`src/rtl/alu_pkg.sv`:
```
// Shared types for the sequential ALU core: opcode and FSM state encodings.
package alu_pkg;

  localparam int OP_W    = 3;
  localparam int STATE_W = 2;

  typedef enum logic [OP_W-1:0] {
    OP_ADD = 3'd0,
    OP_SUB = 3'd1,
    OP_AND = 3'd2,
    OP_OR  = 3'd3,
    OP_XOR = 3'd4,
    OP_SHL = 3'd5,
    OP_SHR = 3'd6,
    OP_MUL = 3'd7
  } op_e;

  typedef enum logic [STATE_W-1:0] {
    ST_IDLE = 2'd0,
    ST_EXEC = 2'd1,
    ST_DONE = 2'd2
  } state_e;

endpackage

```
`src/rtl/alu_seq_core_if.sv`:
```
// Request/response bundle of the sequential ALU core.
// Request transfers when in_valid && in_ready at a rising edge; response transfers
// when out_valid && out_ready; a response holds its value until it transfers.
interface alu_seq_core_if #(
  parameter int WIDTH = 8
);
  logic               in_valid;
  logic               in_ready;
  logic [WIDTH-1:0]   a;
  logic [WIDTH-1:0]   b;
  logic [2:0]         op;
  logic               out_valid;
  logic               out_ready;
  logic [2*WIDTH-1:0] result;
  logic               flag_z;
  logic               flag_c;
  logic               flag_v;
  logic               busy;

  modport master (
    output in_valid, a, b, op, out_ready,
    input  in_ready, out_valid, result, flag_z, flag_c, flag_v, busy
  );

  modport slave (
    input  in_valid, a, b, op, out_ready,
    output in_ready, out_valid, result, flag_z, flag_c, flag_v, busy
  );
endinterface

```
`src/rtl/alu_mul_iter.sv`:
```
// Iterative shift-add unsigned multiplier: the start edge consumes bit 0 of b,
// each following cycle consumes one more bit; done flags the last iteration cycle.
module alu_mul_iter #(
  parameter int WIDTH = 8
) (
  input  logic               clk,
  input  logic               rst,
  input  logic               start,
  input  logic [WIDTH-1:0]   a,
  input  logic [WIDTH-1:0]   b,
  output logic               done,
  output logic [2*WIDTH-1:0] product
);
  localparam int CW = $clog2(WIDTH);

  logic [2*WIDTH-1:0] acc_q, acc_d;
  logic [2*WIDTH-1:0] mcand_q, mcand_d;
  logic [WIDTH-1:0]   mplier_q, mplier_d;
  logic [CW-1:0]      cnt_q, cnt_d;
  logic               run_q, run_d;

  always_comb begin
    acc_d    = acc_q;
    mcand_d  = mcand_q;
    mplier_d = mplier_q;
    cnt_d    = cnt_q;
    run_d    = run_q;
    if (start) begin
      acc_d    = b[0] ? {{WIDTH{1'b0}}, a} : '0;
      mcand_d  = {{WIDTH{1'b0}}, a} << 1;
      mplier_d = b >> 1;
      cnt_d    = CW'(WIDTH - 1);
      run_d    = 1'b1;
    end else if (run_q) begin
      if (cnt_q == '0) begin
        run_d = 1'b0;
      end else begin
        acc_d    = acc_q + (mplier_q[0] ? mcand_q : '0);
        mcand_d  = mcand_q << 1;
        mplier_d = mplier_q >> 1;
        cnt_d    = cnt_q - CW'(1);
      end
    end
  end

  always_ff @(posedge clk) begin
    if (rst) begin
      acc_q    <= '0;
      mcand_q  <= '0;
      mplier_q <= '0;
      cnt_q    <= '0;
      run_q    <= 1'b0;
    end else begin
      acc_q    <= acc_d;
      mcand_q  <= mcand_d;
      mplier_q <= mplier_d;
      cnt_q    <= cnt_d;
      run_q    <= run_d;
    end
  end

  assign done    = run_q && (cnt_q == '0);
  assign product = acc_q;
endmodule

```
`src/rtl/alu_seq_core.sv`:
```
// Sequential ALU: single-cycle logic/arith/shift ops, iterative MUL, one
// operation in flight, response held until the consumer takes it.
module alu_seq_core
  import alu_pkg::*;
#(
  parameter  int WIDTH = 8,
  localparam int SHW   = $clog2(WIDTH)
) (
  input  logic           clk,
  input  logic           rst,
  alu_seq_core_if.slave  bus,
  output state_e         dbg_state
);
  state_e             state_q, state_d;
  logic [WIDTH-1:0]   a_q, a_d, b_q, b_d;
  op_e                op_q, op_d;
  logic               accept, mul_start, mul_done;
  logic [2*WIDTH-1:0] mul_product;

  assign accept = bus.in_valid && bus.in_ready;

  always_comb begin
    state_d   = state_q;
    a_d       = a_q;
    b_d       = b_q;
    op_d      = op_q;
    mul_start = 1'b0;
    case (state_q)
      ST_IDLE: begin
        if (accept) begin
          a_d  = bus.a;
          b_d  = bus.b;
          op_d = op_e'(bus.op);
          if (op_e'(bus.op) == OP_MUL) begin
            state_d   = ST_EXEC;
            mul_start = 1'b1;
          end else begin
            state_d = ST_DONE;
          end
        end
      end
      ST_EXEC: if (mul_done) state_d = ST_DONE;
      ST_DONE: if (bus.out_ready) state_d = ST_IDLE;
      default: state_d = ST_IDLE;
    endcase
  end

  always_ff @(posedge clk) begin
    if (rst) begin
      state_q <= ST_IDLE;
      a_q     <= '0;
      b_q     <= '0;
      op_q    <= OP_ADD;
    end else begin
      state_q <= state_d;
      a_q     <= a_d;
      b_q     <= b_d;
      op_q    <= op_d;
    end
  end

  alu_mul_iter #(.WIDTH(WIDTH)) u_mul (
    .clk     (clk),
    .rst     (rst),
    .start   (mul_start),
    .a       (bus.a),
    .b       (bus.b),
    .done    (mul_done),
    .product (mul_product)
  );

  // Operands are registered, so the result is a stable function of them while in DONE.
  logic [SHW-1:0]     sh_amt;
  logic [WIDTH:0]     add_ext, sub_ext;
  logic [2*WIDTH-1:0] shl_ext, shr_ext, alu_res;
  logic               alu_c, alu_v;

  assign sh_amt  = b_q[SHW-1:0];
  assign add_ext = {1'b0, a_q} + {1'b0, b_q};
  assign sub_ext = {1'b0, a_q} - {1'b0, b_q};
  // The last bit shifted out lands just past the kept half; amount 0 leaves it clear.
  assign shl_ext = {{WIDTH{1'b0}}, a_q} << sh_amt;
  assign shr_ext = {a_q, {WIDTH{1'b0}}} >> sh_amt;

  always_comb begin
    alu_res = '0;
    alu_c   = 1'b0;
    alu_v   = 1'b0;
    case (op_q)
      OP_ADD: begin
        alu_res = {{WIDTH{1'b0}}, add_ext[WIDTH-1:0]};
        alu_c   = add_ext[WIDTH];
        alu_v   = (a_q[WIDTH-1] == b_q[WIDTH-1]) && (add_ext[WIDTH-1] != a_q[WIDTH-1]);
      end
      OP_SUB: begin
        alu_res = {{WIDTH{1'b0}}, sub_ext[WIDTH-1:0]};
        alu_c   = sub_ext[WIDTH];
        alu_v   = (a_q[WIDTH-1] != b_q[WIDTH-1]) && (sub_ext[WIDTH-1] != a_q[WIDTH-1]);
      end
      OP_AND: alu_res = {{WIDTH{1'b0}}, a_q & b_q};
      OP_OR:  alu_res = {{WIDTH{1'b0}}, a_q | b_q};
      OP_XOR: alu_res = {{WIDTH{1'b0}}, a_q ^ b_q};
      OP_SHL: begin
        alu_res = {{WIDTH{1'b0}}, shl_ext[WIDTH-1:0]};
        alu_c   = shl_ext[WIDTH];
      end
      OP_SHR: begin
        alu_res = {{WIDTH{1'b0}}, shr_ext[2*WIDTH-1:WIDTH]};
        alu_c   = shr_ext[WIDTH-1];
      end
      OP_MUL: begin
        alu_res = mul_product;
        alu_v   = |mul_product[2*WIDTH-1:WIDTH];
      end
      default: alu_res = '0;
    endcase
  end

  assign bus.in_ready  = (state_q == ST_IDLE) && !rst;
  assign bus.out_valid = (state_q == ST_DONE);
  assign bus.busy      = (state_q != ST_IDLE);
  assign bus.result    = bus.out_valid ? alu_res : '0;
  assign bus.flag_z    = bus.out_valid && (alu_res == '0);
  assign bus.flag_c    = bus.out_valid && alu_c;
  assign bus.flag_v    = bus.out_valid && alu_v;
  assign dbg_state     = state_q;
endmodule

```
`src/flat_wrapper.sv`:
```
// flat-port wrapper written by rule: the top's interface ports become plain ports
module alu_seq_core_flat import alu_pkg::*;
#(
  parameter  int WIDTH = 8,
  localparam int SHW   = $clog2(WIDTH)
)
  (clk, rst, dbg_state, bus_in_valid, bus_a, bus_b, bus_op, bus_out_ready, bus_in_ready, bus_out_valid, bus_result, bus_flag_z, bus_flag_c, bus_flag_v, bus_busy);
  alu_seq_core_if #(.WIDTH(WIDTH)) bus_i ();
  input  logic clk;
  input  logic rst;
  output state_e dbg_state;
  input wire logic [$bits(bus_i.in_valid)-1:0] bus_in_valid;
  input wire logic [$bits(bus_i.a)-1:0] bus_a;
  input wire logic [$bits(bus_i.b)-1:0] bus_b;
  input wire logic [$bits(bus_i.op)-1:0] bus_op;
  input wire logic [$bits(bus_i.out_ready)-1:0] bus_out_ready;
  output wire logic [$bits(bus_i.in_ready)-1:0] bus_in_ready;
  output wire logic [$bits(bus_i.out_valid)-1:0] bus_out_valid;
  output wire logic [$bits(bus_i.result)-1:0] bus_result;
  output wire logic [$bits(bus_i.flag_z)-1:0] bus_flag_z;
  output wire logic [$bits(bus_i.flag_c)-1:0] bus_flag_c;
  output wire logic [$bits(bus_i.flag_v)-1:0] bus_flag_v;
  output wire logic [$bits(bus_i.busy)-1:0] bus_busy;
  assign bus_i.in_valid = bus_in_valid;
  assign bus_i.a = bus_a;
  assign bus_i.b = bus_b;
  assign bus_i.op = bus_op;
  assign bus_i.out_ready = bus_out_ready;
  assign bus_in_ready = bus_i.in_ready;
  assign bus_out_valid = bus_i.out_valid;
  assign bus_result = bus_i.result;
  assign bus_flag_z = bus_i.flag_z;
  assign bus_flag_c = bus_i.flag_c;
  assign bus_flag_v = bus_i.flag_v;
  assign bus_busy = bus_i.busy;
  alu_seq_core #(.WIDTH(WIDTH)) u_core (.clk(clk), .rst(rst), .bus(bus_i), .dbg_state(dbg_state));
endmodule
```
`config.mk`:
```
export PLATFORM = sky130hd
export DESIGN_NAME = alu_seq_core_flat
export DESIGN_NICKNAME = d
export VERILOG_FILES = /design/src/rtl/alu_pkg.sv /design/src/rtl/alu_seq_core_if.sv /design/src/rtl/alu_mul_iter.sv /design/src/rtl/alu_seq_core.sv /design/src/flat_wrapper.sv
export SDC_FILE = /design/constraint.sdc
export NUM_CORES = 1
export LEC_CHECK = 0
export CORE_UTILIZATION = 30
export CTS_CLUSTER_DIAMETER = 100
export DETAILED_ROUTE_END_ITERATION = 10
export PLACE_DENSITY = 0.53
export SYNTH_ARGS = -nofsm -noshare
export SYNTH_HDL_FRONTEND = slang
export SYNTH_SLANG_ARGS = --single-unit
```
`constraint.sdc`:
```
create_clock -name clk -period 6.6 [get_ports clk]
set_clock_uncertainty 0.05 [all_clocks]
set_input_delay 0.66 -clock clk [delete_from_list [all_inputs] [get_ports clk]]
set_output_delay 0.66 -clock clk [all_outputs]
set_load 0.05 [all_outputs]
```
* Word level (Yosys, flattened, before mapping) *
Index checks and enable logic that the tools add are counted.

cells by class
  add/subtract/negate cells = 4
  equality and inequality tests = 18
  shift-type cells = 2
  multiplexer cells = 29
  bitwise logic cells = 4
  reduce and logical (&&, ||, !) cells = 21

operator list
  kind                number
  $pmux 16 s8         1
  $mux 16             5
  $mux 9              3
  $mux 7              3
  $add 16x16->16      1
  $logic_not 16->1    1
  $shr 16x3->16       1
  $eq 3x3->1 const B  5
  $add 8x8->9         1
  $mux 3              3
  $shl 8x3->9         1
  $sub 8x8->9         1
  $and 8x8->8         1
  $logic_and 1x1->1   8
  $mux 2              4
  $mux 8              1
  $or 8x8->8          1
  $reduce_or 8->1     1
  $xor 8x8->8         1
  $eq 3x2->1 const B  2
  $logic_not 3->1     2
  $mux 1              6
  $ne 2x1->1 const B  3
  $pmux 2 s3          1
  16 further kinds    21

word-level totals
  bits in registers = 63
  input bits = 23

* Logic depth before layout (Yosys ltp) *
  depth in word-level cells = 7
  mapped depth = 12

* Cells and area by module *
Synthesis repeated with hierarchy kept, for this count alone.

unflattened totals
  cell total of the unflattened synthesis = 720
  area total of the unflattened synthesis = 5465.2 sq um

by module, submodules not included
  module        instances  cells an instance  area each (sq um)  seq. area each (sq um)
  alu_seq_core  1          376                2969.1             420.4
  alu_mul_iter  1          344                2496.1             840.8

* Worst setup path before layout *
No wires, ideal clock.

  path type = register to output
  start = reg u_core.b_q[1]
  end = out bus_flag_v
  arrival time = 3502 ps
  data required time = 5890 ps
  slack = 2388 ps
  cell stages (with the launch flop) = 13
  buffers on the path = 3
  path through = dfxtp_1 buf_2 buf_2 buf_2 inv_1 ha_1 nor2_1 o311a_1 o311ai_0 nand2_1 xnor2_1 or3_1 a31oi_1

on the way
  cells in the longest elaborated chain, start to end = 5
  elaborated cells between the ends (all ways) = 8
  classes of those cells = 2 x add/sub; 2 x eq/ne; 1 x mux; 3 x reduce/logical

RTL lines
  element                                     line                                    RTL
  from (decl)                                 alu_seq_core.sv:15                      logic [WIDTH-1:0] a_q, a_d, b_q, b_d;
  from (signal assigned)                      alu_seq_core.sv:52                      b_q <= '0;
  from (signal assigned)                      alu_seq_core.sv:57                      b_q <= b_d;
  $sub 8x8->9 or $add 8x8->9 (tied branches)  alu_seq_core.sv:80, alu_seq_core.sv:79
  $ne 1x1->1 (on tied branches)               alu_seq_core.sv:98, alu_seq_core.sv:93
  $logic_and 1x1->1 (on tied branches)        alu_seq_core.sv:98, alu_seq_core.sv:93
  $pmux 1 s3 (*)                              alu_seq_core.sv:89                      case (op_q)
  $logic_and 1x1->1 (*)                       alu_seq_core.sv:125                     assign bus.flag_v = bus.out_valid && alu_v;
  to (decl)                                   flat_wrapper.sv:22                      output wire logic [$bits(bus_i.flag_v)-1:0] bus_flag_v;

Mark *: on every way between the ends. The rest lies on a longest branch, timed or not.

* Worst setup path in the final report *
  start = reg u_core.b_q[0]
  end = out bus_flag_z

on the way
  cells in the longest elaborated chain, start to end = 4
  elaborated cells between the ends (all ways) = 10
  classes of those cells = 2 x add/sub; 2 x shift; 1 x mux; 3 x bitwise; 2 x reduce/logical

RTL lines
  element                                    line                 RTL
  $sub 8x8->9, or another cell as far along  alu_seq_core.sv:80   assign sub_ext = {1'b0, a_q} - {1'b0, b_q};
  $pmux 16 s8 (*)                            alu_seq_core.sv:89
  $logic_not 16->1 (*)                       alu_seq_core.sv:123  assign bus.flag_z = bus.out_valid && (alu_res == '0);
  $logic_and 1x1->1 (*)                      alu_seq_core.sv:123
  to (decl)                                  flat_wrapper.sv:20   output wire logic [$bits(bus_i.flag_z)-1:0] bus_flag_z;

Marks and branches as above.

==> results.rst <==
.. list-table::
   :header-rows: 1

   * - Metric
     - Value
   * - Antenna violation net count after detailed routing
     - 0
   * - Cell area after technology mapping
     - 5180 µm²
   * - Vertical extent of the die
     - 133 µm
   * - Share of synthesized flip-flops with an asynchronous set or reset
     - 0%
   * - Maximum achievable frequency
     - 198 MHz
   * - IR Drop Worst-Case VDD
     - 0.000124 V
   * - Path category of the worst min-delay check
     - reg2reg
   * - Finish-stage setup viols
     - 0
   * - Synthesis-to-finish area growth
     - 17.5%
   * - Critical path capture point type
     - output pin
   * - Clock buffers created by TritonCTS
     - 9
   * - Overall die area
     - 17800 µm²
   * - Most instantiated flip-flop cell in the synthesis netlist
     - dfxtp_1
   * - Gp weighted congestion
     - 0.951
   * - Global-route usage over all layers
     - 18.8%
   * - Leakage Power
     - 0.00228 µW
   * - Worst Path Required
     - 5.89 ns
   * - Hold-fix buffer count after cts
     - 0
   * - Drt via density
     - 5.52
   * - Largest stage delay, worst path
     - 0.92 ns
   * - Number of antenna violations at the first check in global routing
     - 0
   * - Half-perimeter wire length of the detailed placement result
     - 12300 µm
   * - Dominant cell by count in the synthesized netlist
     - nand2_1
   * - Area of the core region
     - 16700 µm²
   * - Net Count, Synth
     - 756
   * - Startpoint kind of the worst setup timing path
     - register
   * - Shortest period the worst path allows
     - 5.06 ns
   * - Vias in the first global route
     - 4855
   * - Number of buffers inserted by post-CTS setup repair
     - 0
   * - Final number of max-transition violations
     - 0
   * - Final worst slack
     - 1.54 ns
   * - Worst relative slew slack
     - 38.2%
   * - Count of flip-flops with a built-in enable after synthesis
     - 0
   * - Number of maximum-capacitance violations
     - 0
   * - Post-synthesis sequential area ratio
     - 24.3%
   * - Total wire length after detailed routing
     - 16600 µm
   * - Category of the critical setup timing path
     - reg2out
   * - I/O pin count
     - 47
   * - Ratio of cells with drive above 1 in the final layout
     - 5.73%
   * - Critical path, cell by cell
     - clkinv_1 -> ha_1 -> nand2b_1 -> a21oi_1 -> a221oi_1 -> and3_1 -> nand4_1 -> nor4bb_1 -> and4_1 -> clkdlybuf4s50_1
   * - CTS clock-pin slew for the worst setup and hold paths
     - 0.05 ns
   * - Clk_lat worst skew
     - 0.33 ns
   * - Sum of internal, switching and leakage power
     - 1220 µW
   * - PwrDens
     - 200 nW/µm²
   * - Total number of yosys warnings
     - 0
   * - Filler Cells Inserted
     - 1768
   * - Starting DRC count in detailed routing
     - 448
   * - Final Net Count
     - 778
   * - Mapped Cells
     - 689
   * - Largest net degree at the start of global routing
     - 49
   * - Result of the run
     - complete, no violations
   * - Commonest cells post-synth
     - nand2_1 (98), nor2_1 (69), dfxtp_1 (63)
   * - Flop and latch count out of synthesis
     - 63
   * - Cell taking the most area after synthesis
     - dfxtp_1
   * - Number of hold-slack violations in the final timing report
     - 0
   * - Mean routed wirelength per cell
     - 17.7 µm
   * - CTS sink count
     - 63
   * - Count of distinct cell types in the synthesized netlist
     - 70
   * - Pre-CTS worst setup slack
     - 1.93 ns
   * - Top area cells in the synthesized netlist
     - dfxtp_1 (24%), ha_1 (9.9%), nand2_1 (7.1%), nor2_1 (5.0%), a21oi_1 (4.4%)
   * - Data arrival time of the critical path
     - 4.35 ns
   * - Synthesized area per cell
     - 7.52 µm²
   * - Antenna cell count
     - 0
   * - Die Width
     - 133 µm
   * - Wire length of the first global-routing pass
     - 26400 µm
   * - Area share of the leading cell type in the synthesized netlist
     - 24.3%
   * - Kind of cell adding the most delay to the critical path
     - buffers and inverters
   * - Unrepaired setup endpoints after global routing
     - false
   * - # DRC
     - 0
   * - Global route overflow
     - 0
   * - Fin util
     - 36.4%
   * - Starting utilization of the core area
     - 31.0%
   * - Maximum level of the CTS H-tree
     - 3
   * - Number of cells upsized or downsized after cts
     - 0
   * - Bufs and invs on worst path
     - 2
   * - Final period util
     - 76.7%
   * - Detailed-route via count
     - 5168
   * - CTS root buf
     - clkbuf_16
   * - Biggest fanout along the worst timing path
     - 22
   * - Maximum clock path buffer count
     - 2
   * - Number of I/O port buffers
     - 46
   * - Sum of negative setup slack
     - 0 ns
   * - Clock tree from TritonCTS
     - built
   * - Critical-path cell with the highest stage delay
     - dfxtp_1
   * - Row count
     - 47
   * - Drt first pass iters
     - 8
   * - Slew at the pin closest to its max-slew limit
     - 0.925 ns
routing by layer:
metal | GRT usage (%) | wire length, µm | vias up
met2 | 31.1 | 7780 | 169
li1 | - | - | 2503
met5 | 0 | 0 | -
met3 | 3.01 | 935 | 22
met4 | 5.18 | 272 | 0
met1 | 25.3 | 7560 | 2474
sequential cells by signal, indices dropped and copies added, names as in the netlist:
| register | count |
|---|---|
| u_core.dbg_state | 2 |
| u_core.b_q | 8 |
| u_core.a_q | 8 |
| u_core.u_mul.mcand_q | 15 |
| u_core.u_mul.run_q | 1 |
| u_core.op_q | 3 |
| u_core.u_mul.cnt_q | 3 |
| u_core.u_mul.mplier_q | 7 |
| u_core.u_mul.product | 16 |
through the flow:
stage          instances  hold WS, ns  cell area (µm²)
6_report             936        0.404             6090
5_1_grt              936        0.431             6090
4_1_cts              936        0.405             6090
3_5_place_dp         920        0.398             5800
3_3_place_gp         920        0.394             5800
2_1_floorplan        689        0.387             5180
tightest hold or removal path, cell delays in order, from the launching register on:
cell	delay [ns]
dfxtp_1	0.31
nand2_1	0.05
a21oi_1	0.05
layout by cell type (no fill, tap or decap), types with 9 or more instances in the layout:
cell / n
a211oi_1: 17
a21oi_1: 46
a22o_1: 11
a31oi_1: 11
and2_1: 27
buf_4: 10
clkbuf_16: 9
clkdlybuf4s50_1: 46
dfxtp_1: 63
ha_1: 41
inv_1: 31
mux2i_1: 11
nand2_1: 98
nand2b_1: 17
nand3_1: 14
nor2_1: 69
nor3_1: 11
o21ai_0: 27
o31ai_1: 14
xnor2_1: 12
kinds of logic after synthesis:
| logic type | synth area share, % |
|---|---|
| XOR/XNOR | 2.54 |
| AO/OA/AOI/OAI | 24.8 |
| multiplexers | 5.17 |
| flip-flops | 24.3 |
| AND/OR/NAND/NOR | 25.9 |
| buffers and inverters | 6.16 |
| adder cells (fa/ha/maj) | 11.1 |
final timing paths:
kind                            slack (ns)                        to                      from  cells after the start
worst max-delay path                  1.54                bus_flag_z             u_core.b_q[0]                     10
worst min-delay path                  0.40  u_core.u_mul.mcand_q[15]  u_core.u_mul.mcand_q[15]                      2
worst min register to register        0.40  u_core.u_mul.mcand_q[15]  u_core.u_mul.mcand_q[15]                      2
worst max register to register        3.64  u_core.u_mul.product[15]  u_core.u_mul.mplier_q[0]                      9
power breakdown:
group	internal (µW)	leakage [µW]	switching (µW)	total [µW]
combinational	131	0.00162	189	320
sequential	395	0.000511	31.9	427
clock	301	0.000146	168	468
cell type report:
cell class | instances | area [µm²] | share of cell area (%)
flip-flops and latches | 63 | 1260 | 20.7
inverters | 33 | 124 | 2.03
multi-input cells | 548 | 3600 | 59.1
well taps | 220 | 275 | 4.52
clock buffers | 12 | 246 | 4.05
repair buffers | 56 | 536 | 8.80
clock inverters | 4 | 45.0 | 0.740
No activity file was read; power rests on OpenSTA's default activity.
